$ cat config.mk
export PLATFORM = sky130hd
export DESIGN_NAME = fifo_prog
export DESIGN_NICKNAME = d
export VERILOG_FILES = /design/src/rtl/fifo_pkg.sv /design/src/rtl/fifo_ram.sv /design/src/rtl/fifo_prog.sv
export SDC_FILE = /design/constraint.sdc
export NUM_CORES = 1
export LEC_CHECK = 0
export ABC_AREA = 1
export CORE_ASPECT_RATIO = 0.7
export CORE_MARGIN = 3
export CORE_UTILIZATION = 60
export CTS_BUF_LIST = sky130_fd_sc_hd__clkbuf_8
export CTS_CLUSTER_SIZE = 28
export DETAILED_ROUTE_END_ITERATION = 6
export MAX_ROUTING_LAYER = met4
export PLACE_DENSITY = 0.8
export SLEW_MARGIN = 15
export SYNTH_ARGS = -nofsm -noshare
export SYNTH_HDL_FRONTEND = slang
export SYNTH_SLANG_ARGS = --single-unit
$ cat constraint.sdc
create_clock -name clk -period 4.3 [get_ports clk]
set_input_delay 0.43 -clock clk [delete_from_list [all_inputs] [get_ports clk]]
set_output_delay 0.43 -clock clk [all_outputs]
set_load 0.02 [all_outputs]
$ cat src/rtl/fifo_pkg.sv
// fifo_pkg: shared types and helpers for the programmable FIFO.
//   rd_mode_e : read-port style. FWFT shows the head word combinationally;
//               REG_OUT registers the word one cycle after the read is accepted.
//   is_pow2   : constant function for the elaboration-time parameter checks.
package fifo_pkg;

    typedef enum logic {
        FWFT    = 1'b0,
        REG_OUT = 1'b1
    } rd_mode_e;

    function automatic bit is_pow2(input int v);
        return (v > 0) && ((v & (v - 1)) == 0);
    endfunction

endpackage

$ cat src/rtl/fifo_ram.sv
// fifo_ram: storage array for fifo_prog.
// Synchronous write, asynchronous read. Contents are never reset.
//   clk    : write clock (rising edge)
//   we     : write enable
//   waddr  : write address
//   wdata  : write word
//   raddr  : read address
//   rdata  : word at raddr (combinational)
module fifo_ram #(
    parameter int DATA_WIDTH = 8,
    parameter int DEPTH      = 16
) (
    input  logic                     clk,
    input  logic                     we,
    input  logic [$clog2(DEPTH)-1:0] waddr,
    input  logic [DATA_WIDTH-1:0]    wdata,
    input  logic [$clog2(DEPTH)-1:0] raddr,
    output logic [DATA_WIDTH-1:0]    rdata
);

    logic [DATA_WIDTH-1:0] mem [DEPTH];

    always_ff @(posedge clk) begin
        if (we) begin
            mem[waddr] <= wdata;
        end
    end

    assign rdata = mem[raddr];

endmodule

$ cat src/rtl/fifo_prog.sv
// fifo_prog: single-clock FIFO with selectable read style, programmable
// almost-full / almost-empty thresholds and sticky overflow/underflow flags.
//   clk, rst          : clock and synchronous active-high reset
//   wr_en, wr_data    : write request and word
//   rd_en             : read request (acknowledges the shown word in FWFT)
//   rd_data, rd_valid : read word and its qualifier
//   full, empty, almost_full, almost_empty : flags decoded from count
//   count             : occupancy 0..DEPTH
//   overflow, underflow : sticky error flags, cleared by err_clr
module fifo_prog
    import fifo_pkg::*;
#(
    parameter int       DATA_WIDTH = 8,
    parameter int       DEPTH      = 16,
    parameter rd_mode_e RD_MODE    = FWFT,
    parameter int       AF_THRESH  = DEPTH - 2,
    parameter int       AE_THRESH  = 2
) (
    input  logic                       clk,
    input  logic                       rst,
    input  logic                       wr_en,
    input  logic [DATA_WIDTH-1:0]      wr_data,
    input  logic                       rd_en,
    output logic [DATA_WIDTH-1:0]      rd_data,
    output logic                       rd_valid,
    output logic                       full,
    output logic                       empty,
    output logic                       almost_full,
    output logic                       almost_empty,
    output logic [$clog2(DEPTH):0]     count,
    output logic                       overflow,
    output logic                       underflow,
    input  logic                       err_clr
);

    localparam int AW = $clog2(DEPTH);
    localparam int CW = AW + 1;
    localparam logic [CW-1:0] FULL_C = CW'(DEPTH);
    localparam logic [CW-1:0] AF_C   = CW'(AF_THRESH);
    localparam logic [CW-1:0] AE_C   = CW'(AE_THRESH);

    if (!is_pow2(DEPTH) || DEPTH < 4) begin : g_bad_depth
        $error("fifo_prog: DEPTH must be a power of 2 and at least 4");
    end
    if (!(AE_THRESH > 0 && AE_THRESH < AF_THRESH && AF_THRESH <= DEPTH)) begin : g_bad_thresh
        $error("fifo_prog: thresholds must satisfy 0 < AE_THRESH < AF_THRESH <= DEPTH");
    end

    logic [AW-1:0]         wptr;
    logic [AW-1:0]         rptr;
    logic                  rd_acc;
    logic                  wr_acc;
    logic [DATA_WIDTH-1:0] ram_q;

    assign full         = (count == FULL_C);
    assign empty        = (count == '0);
    assign almost_full  = (count >= AF_C);
    assign almost_empty = (count <= AE_C);

    // A write into a full FIFO is still accepted when a read frees a slot
    // in the same cycle.
    assign rd_acc = rd_en && !empty;
    assign wr_acc = wr_en && (!full || rd_acc);

    // Memory write is gated by rst so nothing lands during a reset cycle.
    fifo_ram #(
        .DATA_WIDTH (DATA_WIDTH),
        .DEPTH      (DEPTH)
    ) u_ram (
        .clk   (clk),
        .we    (wr_acc && !rst),
        .waddr (wptr),
        .wdata (wr_data),
        .raddr (rptr),
        .rdata (ram_q)
    );

    // Pointers, occupancy and sticky error flags
    always_ff @(posedge clk) begin
        if (rst) begin
            wptr      <= '0;
            rptr      <= '0;
            count     <= '0;
            overflow  <= 1'b0;
            underflow <= 1'b0;
        end else begin
            // DEPTH is a power of 2, so the pointers wrap naturally.
            if (wr_acc) wptr <= wptr + 1'b1;
            if (rd_acc) rptr <= rptr + 1'b1;

            if (wr_acc && !rd_acc) begin
                count <= count + 1'b1;
            end else if (rd_acc && !wr_acc) begin
                count <= count - 1'b1;
            end

            // A new error event takes priority over a simultaneous clear.
            if (wr_en && !wr_acc) begin
                overflow <= 1'b1;
            end else if (err_clr) begin
                overflow <= 1'b0;
            end

            if (rd_en && empty) begin
                underflow <= 1'b1;
            end else if (err_clr) begin
                underflow <= 1'b0;
            end
        end
    end

    if (RD_MODE == REG_OUT) begin : g_reg_out
        logic [DATA_WIDTH-1:0] data_q;
        logic                  vld_q;

        // Read register: one-cycle latency from accepted read to rd_valid
        always_ff @(posedge clk) begin
            if (rst) begin
                data_q <= '0;
                vld_q  <= 1'b0;
            end else begin
                vld_q <= rd_acc;
                if (rd_acc) begin
                    data_q <= ram_q;
                end
            end
        end

        assign rd_data  = data_q;
        assign rd_valid = vld_q;
    end else begin : g_fwft
        assign rd_data  = ram_q;
        assign rd_valid = !empty;
    end

endmodule

==> qor.yml, run 1 <==
status: "completed"
required_ns: 3.87
power.switching_w: 0.001271
post-route-period-util_pct: 78.44
setup-violations-final: 0
portBuffers: 32
io_pins: 33
grt_setup_unrepaired: "false"
p_leak_nw: 2.582
postCtsSetupBuffers: 0
dp_cells: 713
ff2ff_setup_slack_ns: 1.89
dieArea_mm2: 0.01174
fin_tns_setup_ns: 0
die_w_um: 128.2
synthCells: 578
path_class: "register to output port"
area_growth_syn_to_layout_pct: 10.83
power.density_mw_per_mm2: 547.3
cts_root_buffer: "clkbuf_8"
end_kind: "output port"
grtUsageTotal_pct: 24.45
synth_fp_nets: 601
crit_chain: "buf_4 > nor2_1 > nor2_1 > o21ai_0 > nand3_1 > nand3_1 > nand2_1 > clkdlybuf4s50_1"
gp_congestion: 0.8492
viasPerCell: 5.662
synth_common_cells: "edfxtp_1, nand2_1, nor2_1"
clkPwrFrac_pct: 25.8
final_cells: 745
synth_area_leaders: "edfxtp_1, nand2_1, dfxtp_1"
drt_iter0_markers: 623
endpoint: "rd_data[1]"
fmax_ghz: 0.2965
async_flop_share_pct: 0
rr_startpoint: "count[0]"
internal_power_w: 0.002534
initial_core_util_pct: 63.06
grt-ovfl-total: 0
hold_viol: 0
path_clk_slew_ns: 0.07
cts.sinks: 147
finalWorstSetupSlack_ns: 0.9271
dr.pass1.iters: 5
synth_seq_cells: 147
num_vias: 4218
grt_pass1_vias: 4042
cp-start-kind: "register"
power_frac_seq_pct: 44.6
yosysMostFrequentCell: "edfxtp_1"
cts_tree: "built"
n_antenna_cell: 0
numCtsBuffers: 17
grt_max_degree: 58
reg2reg_to: "count[3]"
drcViolationCount: 0
skew_ns: 0.008276
synth.distinct_cells: 25
slew_headroom_pct: 33.00
max_cap_violations: 0
dp_hpwl_mm: 8.309
clkLatencyLatePin_ns: 0.43
coreArea_mm2: 0.009947
power_w: 0.003805
ys_seq_area_share_pct: 67.34
cp_slowest_stage_delay_ns: 0.67
synth_largest_area_cell: "edfxtp_1"
post-place-ws_ns: 1.396
antenna_found_initial: 0
cp_data_arrival_time_ns: 2.94
synth.avg_cell_area_um2: 10.85
htree_levels: 4
dieHeight_um: 91.55
finalCriticalPeriod_ns: 3.373
drive_above_1_share_pct: 6.159
peakVddDrop_mv: 0.2785
clock_path_buffers: 2
hold_buffers: 0
crit_slowest_cell: "dfxtp_2"
maxSlewViolCount: 0
tightest_slew_ns: 1.001
grt_pass1_wl_mm: 21.03
reg2regPathDepth: 13
hold_slack_ns: 0.4775
synth_edf_count: 128
postRouteAntennaNets: 0
netlist_area_mm2: 0.006272
comb_power_share_pct: 29.6
wl_mm: 13.21
synth_top_area_share_pct: 61.28
path_max_fanout: 55
rows: 30
synth_ff_type: "edfxtp_1"
p_sw_share_pct: 33.40
hold_class: "register to register"
yosys_warnings: 0
cts.repair.resized: 0
post_drt_wl_per_cell_um: 17.74
num-nets-final: 627
==> flip-flops by register name, indices dropped and copies added, names as in the netlist, named ones only <==
name       flops
wptr           4
count          5
underflow      1
u_ram.mem    128
rptr           4
overflow       1
==> worst max-delay path, delay by kind of cell (launching register included) <==
kind / cells / cell delay, ns
buffers and inverters: 2 / 1.17
AO/OA/AOI/OAI: 1 / 0.11
flip-flops: 1 / 0.67
AND/OR/NAND/NOR: 5 / 0.52
==> power by group through the flow <==
stage / clock network, W / logic, W / registers [W]
2_1_floorplan: 0 / 0.000802 / 0.00171
3_3_place_gp: 0 / 0.00109 / 0.00173
3_5_place_dp: 0 / 0.00112 / 0.00173
4_1_cts: 0.000994 / 0.00112 / 0.00170
5_1_grt: 0.00106 / 0.00125 / 0.00171
6_report: 0.000983 / 0.00112 / 0.00170
==> how the worst min path moves through the flow <==
stage | to | from | cells after the start | slack, ns
2_1_floorplan | register | rptr[3] | 2 | 0.47
3_3_place_gp | underflow | underflow | 2 | 0.45
3_5_place_dp | underflow | underflow | 2 | 0.47
4_1_cts | underflow | underflow | 2 | 0.48
5_1_grt | overflow | overflow | 2 | 0.51
6_report | underflow | underflow | 2 | 0.48
==> cell families after synthesis <==
family,Yosys count,synth area share (%)
compound gates,63,5.845
simple gates,282,18.41
xor+xnor,7,0.9775
buf+inv,69,5.306
fa+ha+maj,10,2.115
flops,147,67.34
==> layer usage <==
layer / share of wire, % / routed length (um) / vias to the layer above / global-route usage (%)
met2: 45 / 5933 / 197 / 34.27
li1: - / - / 2023 / -
met5: 0 / 0 / - / -
met4: 2.0 / 261 / 0 / 9.541
met1: 43 / 5626 / 1975 / 34.30
met3: 11 / 1392 / 23 / 6.526
==> stage by stage <==
step | instance area, um2 | utilization (%)
detailed placement | 6594 | 66.29
floorplan | 6272 | -
CTS | 6952 | 69.89
finish | 6952 | 69.89
global route | 6952 | 69.89
global placement | 6594 | 66.29
==> cell type report <==
cell class,count,area [um2]
clock inverters,15,123.9
fillers,703,2995
repair buffers,34,335.3
inverters,42,157.7
well taps,128,160.2
clock buffers,17,234.0
flip-flops and latches,147,4225
multi-input cells,362,1715
==> cells in the final DEF, fill, tap and decap left out, drive strengths merged, types with 2 or more instances in the layout <==
cell type      instances
a21oi                  8
buf                    2
bufinv                 2
clkbuf                17
clkdlybuf4s50         32
clkinv                10
clkinvlp               2
dfxtp                 19
edfxtp               128
ha                     9
inv                   43
nand2                122
nand3                 63
nand4                  2
nor2                  95
o211ai                19
o21ai                 35
xnor2                  2
xor2                   5
Note: power is estimated with default switching activity, not from simulation.
==> inputs of run 2 (changes only) <==
--- a/config.mk
+++ b/config.mk
@@ -8,12 +8,12 @@
 export ABC_AREA = 1
 export CORE_ASPECT_RATIO = 0.7
 export CORE_MARGIN = 3
-export CORE_UTILIZATION = 60
+export CORE_UTILIZATION = 56
 export CTS_BUF_LIST = sky130_fd_sc_hd__clkbuf_8
 export CTS_CLUSTER_SIZE = 28
 export DETAILED_ROUTE_END_ITERATION = 6
 export MAX_ROUTING_LAYER = met4
-export PLACE_DENSITY = 0.8
+export PLACE_DENSITY = 0.78
 export SLEW_MARGIN = 15
 export SYNTH_ARGS = -nofsm -noshare
 export SYNTH_HDL_FRONTEND = slang
==> constraint.sdc (replaced) <==
create_clock -name clk -period 2.9 [get_ports clk]
set_input_delay 0.29 -clock clk [delete_from_list [all_inputs] [get_ports clk]]
set_output_delay 0.29 -clock clk [all_outputs]
set_load 0.02 [all_outputs]
==> run 2 against run 1 <==
Net effect: power grew 57%; register-to-register slack got worse by 1.4 ns; utilization shrank 1.5 points; critical path type unchanged.
==> qor.yml, run 2 (same netlist as run 1, synthesis figures left out) <==
grt_setup_unrepaired: "false"
clock_path_buffers: 2  # unchanged
io_pins: 33  # unchanged
finalCriticalPeriod_ns: 2.681
path_class: "register to output port"
n_antenna_cell: 0  # unchanged
slew_headroom_pct: 56.90  # +24 points
max_cap_violations: 0  # unchanged
drt_iter0_markers: 511  # -18%
setup-violations-final: 0  # unchanged
final_common_cell: "edfxtp_1"
multiInputGateArea_mm2: 0.001715  # unchanged
hold_viol: 0  # unchanged
hold_buffers: 0  # unchanged
portBuffers: 32  # unchanged
fin_util_pct: 68.35  # -1.5 points
num-nets-final: 651  # +3.8%
fin_tns_setup_ns: 0  # unchanged
wl_mm: 13.46  # +1.9%
grt_max_degree: 64  # +10%
end_kind: "output port"
cp-start-kind: "register"
status: "completed"
path_max_fanout: 32  # -42%
area_growth_syn_to_layout_pct: 15.82
htree_levels: 4  # unchanged
skew_ns: 0.005944  # -0.002332 ns
largest_reg_flops: 128  # unchanged
register_area_mm2: 0.004227  # about the same
num_vias: 4302  # +2.0%
required_ns: 2.61  # -1.26 ns
numCtsBuffers: 17  # unchanged
cts_root_buffer: "clkbuf_8"
final_cell_mix: "edfxtp_1, nand2_1, nor2_1"
grt_pass1_vias: 4134  # +2.3%
tightest_slew_ns: 0.6445  # -0.3568 ns
path_clk_slew_ns: 0.07  # about the same
fmax_ghz: 0.3730
dieHeight_um: 94.55  # +3.3%
coreArea_mm2: 0.01063  # +6.8%
drcViolationCount: 0  # unchanged
postRouteAntennaNets: 0  # unchanged
drive_above_1_share_pct: 10.30  # +4.1 points
initial_core_util_pct: 59.02  # -4.0 points
cp_data_arrival_time_ns: 2.39  # -0.55 ns
ff2ff_setup_slack_ns: 0.48  # -1.41 ns
viasPerCell: 5.452  # -3.7%
maxSlewViolCount: 0  # unchanged
post_drt_wl_per_cell_um: 17.06  # -3.8%
cts_tree: "built"
dr.pass1.iters: 5  # unchanged
dp_hpwl_mm: 8.675  # +4.4%
cts.sinks: 147  # unchanged
clkLatencyLatePin_ns: 0.44  # about the same
grtUsageTotal_pct: 23.65  # -0.80 points
die_w_um: 132.5  # +3.3%
peakVddDrop_mv: 0.4496  # +61%
grt_pass1_wl_mm: 21.61  # +2.8%
p_leak_nw: 2.762  # +7.0%
top_regs: "u_ram.mem: 128 flops, count: 5 flops"
dieArea_mm2: 0.01253  # +6.7%
gp_congestion: 0.8744  # +3.0%
rows: 31  # +3.3%
hold_class: "register to register"
power.density_mw_per_mm2: 822.9  # +50%
largest_register: "u_ram.mem"
num-fill-cells: 796  # +13%
post-route-period-util_pct: 92.46
grt-ovfl-total: 0  # unchanged
antenna_found_initial: 0  # unchanged
==> run 2: changes by cell type in the layout (fill, tap and decap cells not counted), sizes merged <==
cell      previous run  this run
bufinv               2         4
clkinvlp             2         1
buf                  2        26
clkinv              10         7
clkbuf              17        19
==> run 2: path summary, 6_finish.rpt <==
check	cells after the start	startpoint	endpoint
worst max-delay path	9	register	rd_data[1]
worst min register to register	2	underflow	underflow
worst min-delay path	2	underflow	underflow
worst max register to register	14	count[0]	count[4]
==> run 2: metal layers <==
layer | wire length (um) | global-route usage (%) | part of all wire [%] | vias up
met3 | 925 | 5.378 | 6.9 | 21
met4 | 154 | 7.958 | 1.1 | 0
met5 | 0 | - | 0 | -
met2 | 6382 | 36.12 | 47 | 162
met1 | 5998 | 31.95 | 45 | 2045
li1 | - | - | - | 2074
==> run 2: stage by stage <==
step	cell area (um2)	total power, W	setup slack (ns)	hold slack (ns)	std cells
3_5_place_dp	6837	0.004322	0.1993	0.4681	757
4_1_cts	7263	0.006006	0.07362	0.4706	789
6_report	7264	0.005978	0.2188	0.4709	789
5_1_grt	7264	0.006292	0.05770	0.4913	789
3_3_place_gp	6837	0.004252	0.3872	0.4523	757
2_1_floorplan	6272	0.003724	0.6959	0.3889	578
==> run 2: area by class of cell <==
| type | count | share of cell area (%) |
|---|---|---|
| Tap cell | 148 | 2.549 |
| Inverter | 42 | 2.170 |
| Timing Repair Buffer | 58 | 7.613 |
| Clock inverter | 13 | 2.274 |
| Clock buffer | 19 | 3.600 |
| Multi-Input combinational cell | 362 | 23.61 |
| Sequential cell | 147 | 58.18 |
==> run 2: what timing repair did <==
| action | CTS | global route |
|---|---|---|
| setup buffers | 0 | 0 |
| resized for setup | 0 | 1 |
| setup endpoints to repair | 0 | 7 |
==> run 2: where the power goes <==
group | leakage [nW] | total [W] | switching (W) | internal, W
sequential | 1.31 | 0.00250 | 0.000117 | 0.00238
combinational | 1.23 | 0.00179 | 0.00109 | 0.000702
clock | 0.224 | 0.00169 | 0.000727 | 0.000967
total | 2.76 | 0.00598 | 0.00193 | 0.00405
==> run 2: worst max-delay path: stages (launching register included) <==
cell and delay (ns):
dfxtp_2 0.35, inv_2 0.24, buf_12 0.23, nor2_1 0.05
nor2_1 0.07, o21ai_0 0.09, nand3_1 0.08, nand3_1 0.09
nand2_1 0.11, clkdlybuf4s50_1 0.62
